==> src/rtl/pwm_multi_fx.sv <==
// pwm_multi_fx: multi-channel LED PWM engine sharing one period counter.
// Each channel is off, static, breathing or blinking; new settings swap in only at period boundaries.
module pwm_multi_fx #(
  parameter int NCH        = 8,
  parameter int PWM_W      = 8,
  parameter int PRE_DIV    = 4,
  parameter int BRTH_DIV   = 2,
  parameter int BLINK_DIV  = 64,
  parameter int ACTIVE_LOW = 1,
  parameter int AW         = (NCH > 1) ? $clog2(NCH) : 1
) (
  input  logic             iclk,
  input  logic             irst,
  input  logic             iwe,
  input  logic [AW-1:0]    iaddr,
  input  logic [PWM_W+1:0] iwdata,
  output logic [NCH-1:0]   owvpwm,
  output logic             oprd_end,
  output logic [PWM_W-1:0] olevel
);

  localparam int PCW = (PRE_DIV > 1) ? $clog2(PRE_DIV) : 1;
  localparam int BRW = (BRTH_DIV > 1) ? $clog2(BRTH_DIV) : 1;
  localparam int BLW = (BLINK_DIV > 1) ? $clog2(BLINK_DIV) : 1;
  localparam logic [PWM_W-1:0] MAX  = {PWM_W{1'b1}};
  localparam logic [PWM_W-1:0] LAST = MAX - 1'b1;
  localparam logic             POL  = (ACTIVE_LOW != 0);

  typedef enum logic [1:0] {
    MODE_OFF    = 2'd0,
    MODE_STATIC = 2'd1,
    MODE_BREATH = 2'd2,
    MODE_BLINK  = 2'd3
  } mode_t;

  typedef enum logic {
    DIR_UP   = 1'b0,
    DIR_DOWN = 1'b1
  } dir_t;

  logic [PCW-1:0]   pcnt;
  logic [PWM_W-1:0] cnt;
  logic             tick;
  logic             period_end;
  logic [BRW-1:0]   brth_cnt;
  logic [BLW-1:0]   blink_cnt;
  logic [PWM_W-1:0] level;
  dir_t             dir;
  logic             blink;
  mode_t            stg_mode [NCH];
  mode_t            act_mode [NCH];
  logic [PWM_W-1:0] stg_duty [NCH];
  logic [PWM_W-1:0] act_duty [NCH];
  logic [PWM_W-1:0] eff      [NCH];
  logic [NCH-1:0]   raw;

  assign tick       = (pcnt == PCW'(PRE_DIV - 1));
  assign period_end = tick && (cnt == LAST);
  assign olevel     = level;

  always_ff @(posedge iclk) begin
    if (irst) begin
      pcnt <= '0;
      cnt  <= '0;
    end else begin
      pcnt <= tick ? '0 : pcnt + 1'b1;
      if (tick) cnt <= period_end ? '0 : cnt + 1'b1;
    end
  end

  // Breathing level bounces 0..MAX..0 without repeating endpoints; blink phase starts on.
  always_ff @(posedge iclk) begin
    if (irst) begin
      brth_cnt  <= '0;
      blink_cnt <= '0;
      level     <= '0;
      dir       <= DIR_UP;
      blink     <= 1'b1;
    end else if (period_end) begin
      if (brth_cnt == BRW'(BRTH_DIV - 1)) begin
        brth_cnt <= '0;
        if (dir == DIR_UP) begin
          level <= level + 1'b1;
          if (level == LAST) dir <= DIR_DOWN;
        end else begin
          level <= level - 1'b1;
          if (level == PWM_W'(1)) dir <= DIR_UP;
        end
      end else begin
        brth_cnt <= brth_cnt + 1'b1;
      end
      if (blink_cnt == BLW'(BLINK_DIV - 1)) begin
        blink_cnt <= '0;
        blink     <= ~blink;
      end else begin
        blink_cnt <= blink_cnt + 1'b1;
      end
    end
  end

  // Active settings take the pre-edge staged value, so a write on period_end waits a full period.
  always_ff @(posedge iclk) begin
    for (int i = 0; i < NCH; i++) begin
      if (irst) begin
        stg_mode[i] <= MODE_OFF;
        stg_duty[i] <= '0;
        act_mode[i] <= MODE_OFF;
        act_duty[i] <= '0;
      end else begin
        if (period_end) begin
          act_mode[i] <= stg_mode[i];
          act_duty[i] <= stg_duty[i];
        end
        if (iwe && (iaddr == AW'(i))) begin
          stg_mode[i] <= mode_t'(iwdata[PWM_W+1:PWM_W]);
          stg_duty[i] <= iwdata[PWM_W-1:0];
        end
      end
    end
  end

  always_comb begin
    raw = '0;
    for (int i = 0; i < NCH; i++) begin
      eff[i] = '0;
      case (act_mode[i])
        MODE_OFF:    eff[i] = '0;
        MODE_STATIC: eff[i] = act_duty[i];
        MODE_BREATH: eff[i] = level;
        MODE_BLINK:  eff[i] = blink ? act_duty[i] : '0;
        default:     eff[i] = '0;
      endcase
      raw[i] = (cnt < eff[i]);
    end
  end

  always_ff @(posedge iclk) begin
    if (irst) begin
      owvpwm   <= {NCH{POL}};
      oprd_end <= 1'b0;
    end else begin
      owvpwm   <= raw ^ {NCH{POL}};
      oprd_end <= period_end;
    end
  end

endmodule

==> config.mk <==
export PLATFORM = sky130hd
export DESIGN_NAME = pwm_multi_fx
export DESIGN_NICKNAME = d
export VERILOG_FILES = /design/src/rtl/pwm_multi_fx.sv
export SDC_FILE = /design/constraint.sdc
export NUM_CORES = 1
export LEC_CHECK = 0
export ABC_AREA = 1
export ABC_CLOCK_PERIOD_IN_PS = 2900
export BUFFER_PORTS_ARGS = -buffer_cell sky130_fd_sc_hd__buf_4
export CORE_ASPECT_RATIO = 0.8
export CORE_UTILIZATION = 45
export DETAILED_ROUTE_END_ITERATION = 10
export HOLD_SLACK_MARGIN = 0.1
export SYNTH_ARGS = -nofsm -noshare
export SYNTH_HDL_FRONTEND = slang
export SYNTH_SLANG_ARGS = --single-unit
==> constraint.sdc <==
create_clock -name iclk -period 2.9 [get_ports iclk]
set_input_delay 0.29 -clock iclk [delete_from_list [all_inputs] [get_ports iclk]]
set_output_delay 0.29 -clock iclk [all_outputs]
set_load 0.01 [all_outputs]
==> flow_metrics.env <==
export IMPL_grt_pass1_vias=6589
export IMPL_clock_latency_ns=0.44
export IMPL_root_buffer="clkbuf_16"
export IMPL_fmax_ghz=0.4088
export IMPL_cts_resized=0
export IMPL_synth_ff_type="edfxtp_1"
export IMPL_cp_end_kind="flop"
export IMPL_synthTopCellsByCount="nand2_1, edfxtp_1, inv_1"
export IMPL_drv_cap=0
export IMPL_required_ns=3.09
export IMPL_finalCritPeriodShare_pct=84.36
export IMPL_cts_hold_buffers=0
export IMPL_synthesis_instances=1116
export IMPL_yosys_area_top_type="edfxtp_1"
export IMPL_port_buffer_count=32
export IMPL_slew_viol_final=0
export IMPL_multi_input_area_sq_um=4354
export IMPL_cts_htree_levels=4
export IMPL_num_io_pins=33
export IMPL_rows=50
export IMPL_cts_setup_buffers=0
export IMPL_synth_top_area_share_pct=44.83
export IMPL_worst_slack_ns=0.4535
export IMPL_leakagePower_nw=4.997
export IMPL_ir_drop_uv=473.4
export IMPL_synthArstFlopShare_pct=0
export IMPL_ys_types=40
export IMPL_post_route_drc_count=0
export IMPL_grt_usage_pct=20.51
export IMPL_ys_seq_elements=196
export IMPL_cts_tree="built"
export IMPL_rsz0062_at_grt="no"
export IMPL_yosys_top_cells_area="edfxtp_1, nor2_4, nand2_1, ha_1, dfxtp_1"
export IMPL_dieHeight_um=140.0
export IMPL_setup_viol=0
export IMPL_core_area_sq_um=23400
export IMPL_dp_slack_ns=0.4508
export IMPL_p_per_area_nw_per_um2=507.9
export IMPL_drt_wl_total_um=23820
export IMPL_start_util_pct=45.80
export IMPL_postRouteAntennaNets=0
export IMPL_hp_class="in -> reg"
export IMPL_syn_area_per_cell_sq_um=9.603
export IMPL_clkSlewWorstSetupHoldPaths_ns=0.08
export IMPL_status="complete, no violations"
export IMPL_fin_setup_tns_ns=0
export IMPL_drtIter0Drc=437
export IMPL_fin_skew_ns=0.01558
export IMPL_antenna_found_initial=0
export IMPL_utilization_pct=50.88
export IMPL_cts_buffers=17
export IMPL_first_pass_iters=5
export IMPL_cp_start_kind="flop"
export IMPL_antennaDiodeCount=0
export IMPL_tightest_slew_ns=0.6020
export IMPL_final_cell_count_no_fill=1469
export IMPL_finalWeightedCongestion=0.8200
export IMPL_synth_most_common_cell="nand2_1"
export IMPL_nets=1225
export IMPL_yosysSeqAreaShare_pct=51.56
export IMPL_gr_total_overflow=0
export IMPL_syn_to_final_growth_pct=11.08
export IMPL_dieArea_sq_um=24440
export IMPL_seqCellArea_sq_um=5525
export IMPL_synth_edf_count=160
export IMPL_avgRoutedWirePerCell_um=16.21
export IMPL_drive_gt1_share_pct=16.08
export IMPL_syn_cell_area_sq_um=10720
export IMPL_vias=7098
export IMPL_grt_pass1_wl_um=37890
export IMPL_hpwl_um=17060
export IMPL_critPathKind="reg -> reg"
export IMPL_syn_num_nets=1196
export IMPL_die_x_um=174.5
export IMPL_cts_sinks=196
export IMPL_finalPower_mw=6.046
export IMPL_grt_max_degree=32
export IMPL_hold_viol_final=0
export IMPL_clockBufferDepth=2
export IMPL_slew_headroom_pct=59.82
export IMPL_crit_arrival_ns=2.64
export IMPL_via_per_inst=4.832
export IMPL_period_needed_ns=2.446
export IMPL_place_inst=1438
export IMPL_fillers=2189
export IMPL_cp_max_fo=21
export IMPL_synth_warnings=0
[where the power goes]
part / total [mW] / switching [mW] / internal [mW]
logic: 0.439 / 0.301 / 0.138
clock network: 2.34 / 1.19 / 1.16
registers: 3.26 / 0.0813 / 3.18
[routing by layer]
layer	global-route usage, %	wire length (um)
met5	0	0
met4	4.256	212
met3	3.176	1073
met2	29.50	9907
met1	32.25	12620
[area by class of cell]
type | count | share of cell area [%]
repair buffers | 53 | 4.183
flip-flops and latches | 196 | 46.42
inverters | 144 | 4.593
clock inverters | 14 | 1.377
well taps | 312 | 3.279
multi-input cells | 733 | 36.58
clock buffers | 17 | 3.574
[worst max-delay path, cell delays in order (launching register included)]
cell,delay [ns]
dfxtp_1,0.37
clkinv_1,0.29
ha_1,0.32
inv_1,0.07
nor2_2,0.05
nand2_4,0.12
clkinv_4,0.12
nor2_4,0.14
clkinv_2,0.39
buf_4,0.34
[final timing paths]
check,startpoint,end,slack (ns),depth (start not counted)
worst min register to register,pcnt[0],pcnt[0],0.43,1
worst max register to register,cnt[0],act_duty[1][8],0.45,9
worst min-delay path,irst,dir,0.18,2
worst max-delay path,cnt[0],act_duty[1][8],0.45,9
[state kept, by name, indices dropped and copies added, names as in the netlist]
register and count:
pcnt 2, stg_mode 16, blink 1, owvpwm 8, olevel 8, brth_cnt 1, act_mode 16, stg_duty 64
cnt 8, act_duty 64, oprd_end 1, blink_cnt 6, dir 1
[through the flow]
| stage | instance area (sq um) | hold WS [ns] |
|---|---|---|
| finish | 11900 | 0.1781 |
| global route | 11900 | 0.1748 |
| CTS | 11900 | 0.1631 |
| detailed placement | 11310 | 0.4156 |
| global placement | 11310 | 0.4068 |
| floorplan | 10720 | 0.3974 |
[cells in the final DEF, fill, tap and decap left out, drive strengths merged]
master,Yosys,routed
nand2,222,222
nor2,221,221
edfxtp,160,160
inv,140,145
nand3,91,91
o21ai,73,73
ha,64,64
buf,12,53
dfxtp,36,36
a21oi,24,24
clkbuf,31,17
clkinv,4,13
or2,9,9
o211a,5,5
nor3,4,4
xnor2,3,3
a41oi,3,3
xor2,3,3
nand4,2,2
o211ai,2,2
o21a,1,1
o31ai,1,1
o21bai,1,1
and3,1,1
nor3b,1,1
a22o,1,1
a31oi,1,1
[cell families after synthesis]
kind of cell / count (synthesis) / synth area share, %
and+or+nand+nor: 551 / 26.90
DFF: 196 / 51.56
buffers and inverters: 187 / 7.811
AOI/OAI and AO/OA: 112 / 5.768
adders and majority gates: 64 / 7.472
xor gates and xnor gates: 6 / 0.4905
(Power assumes the default switching activity.)
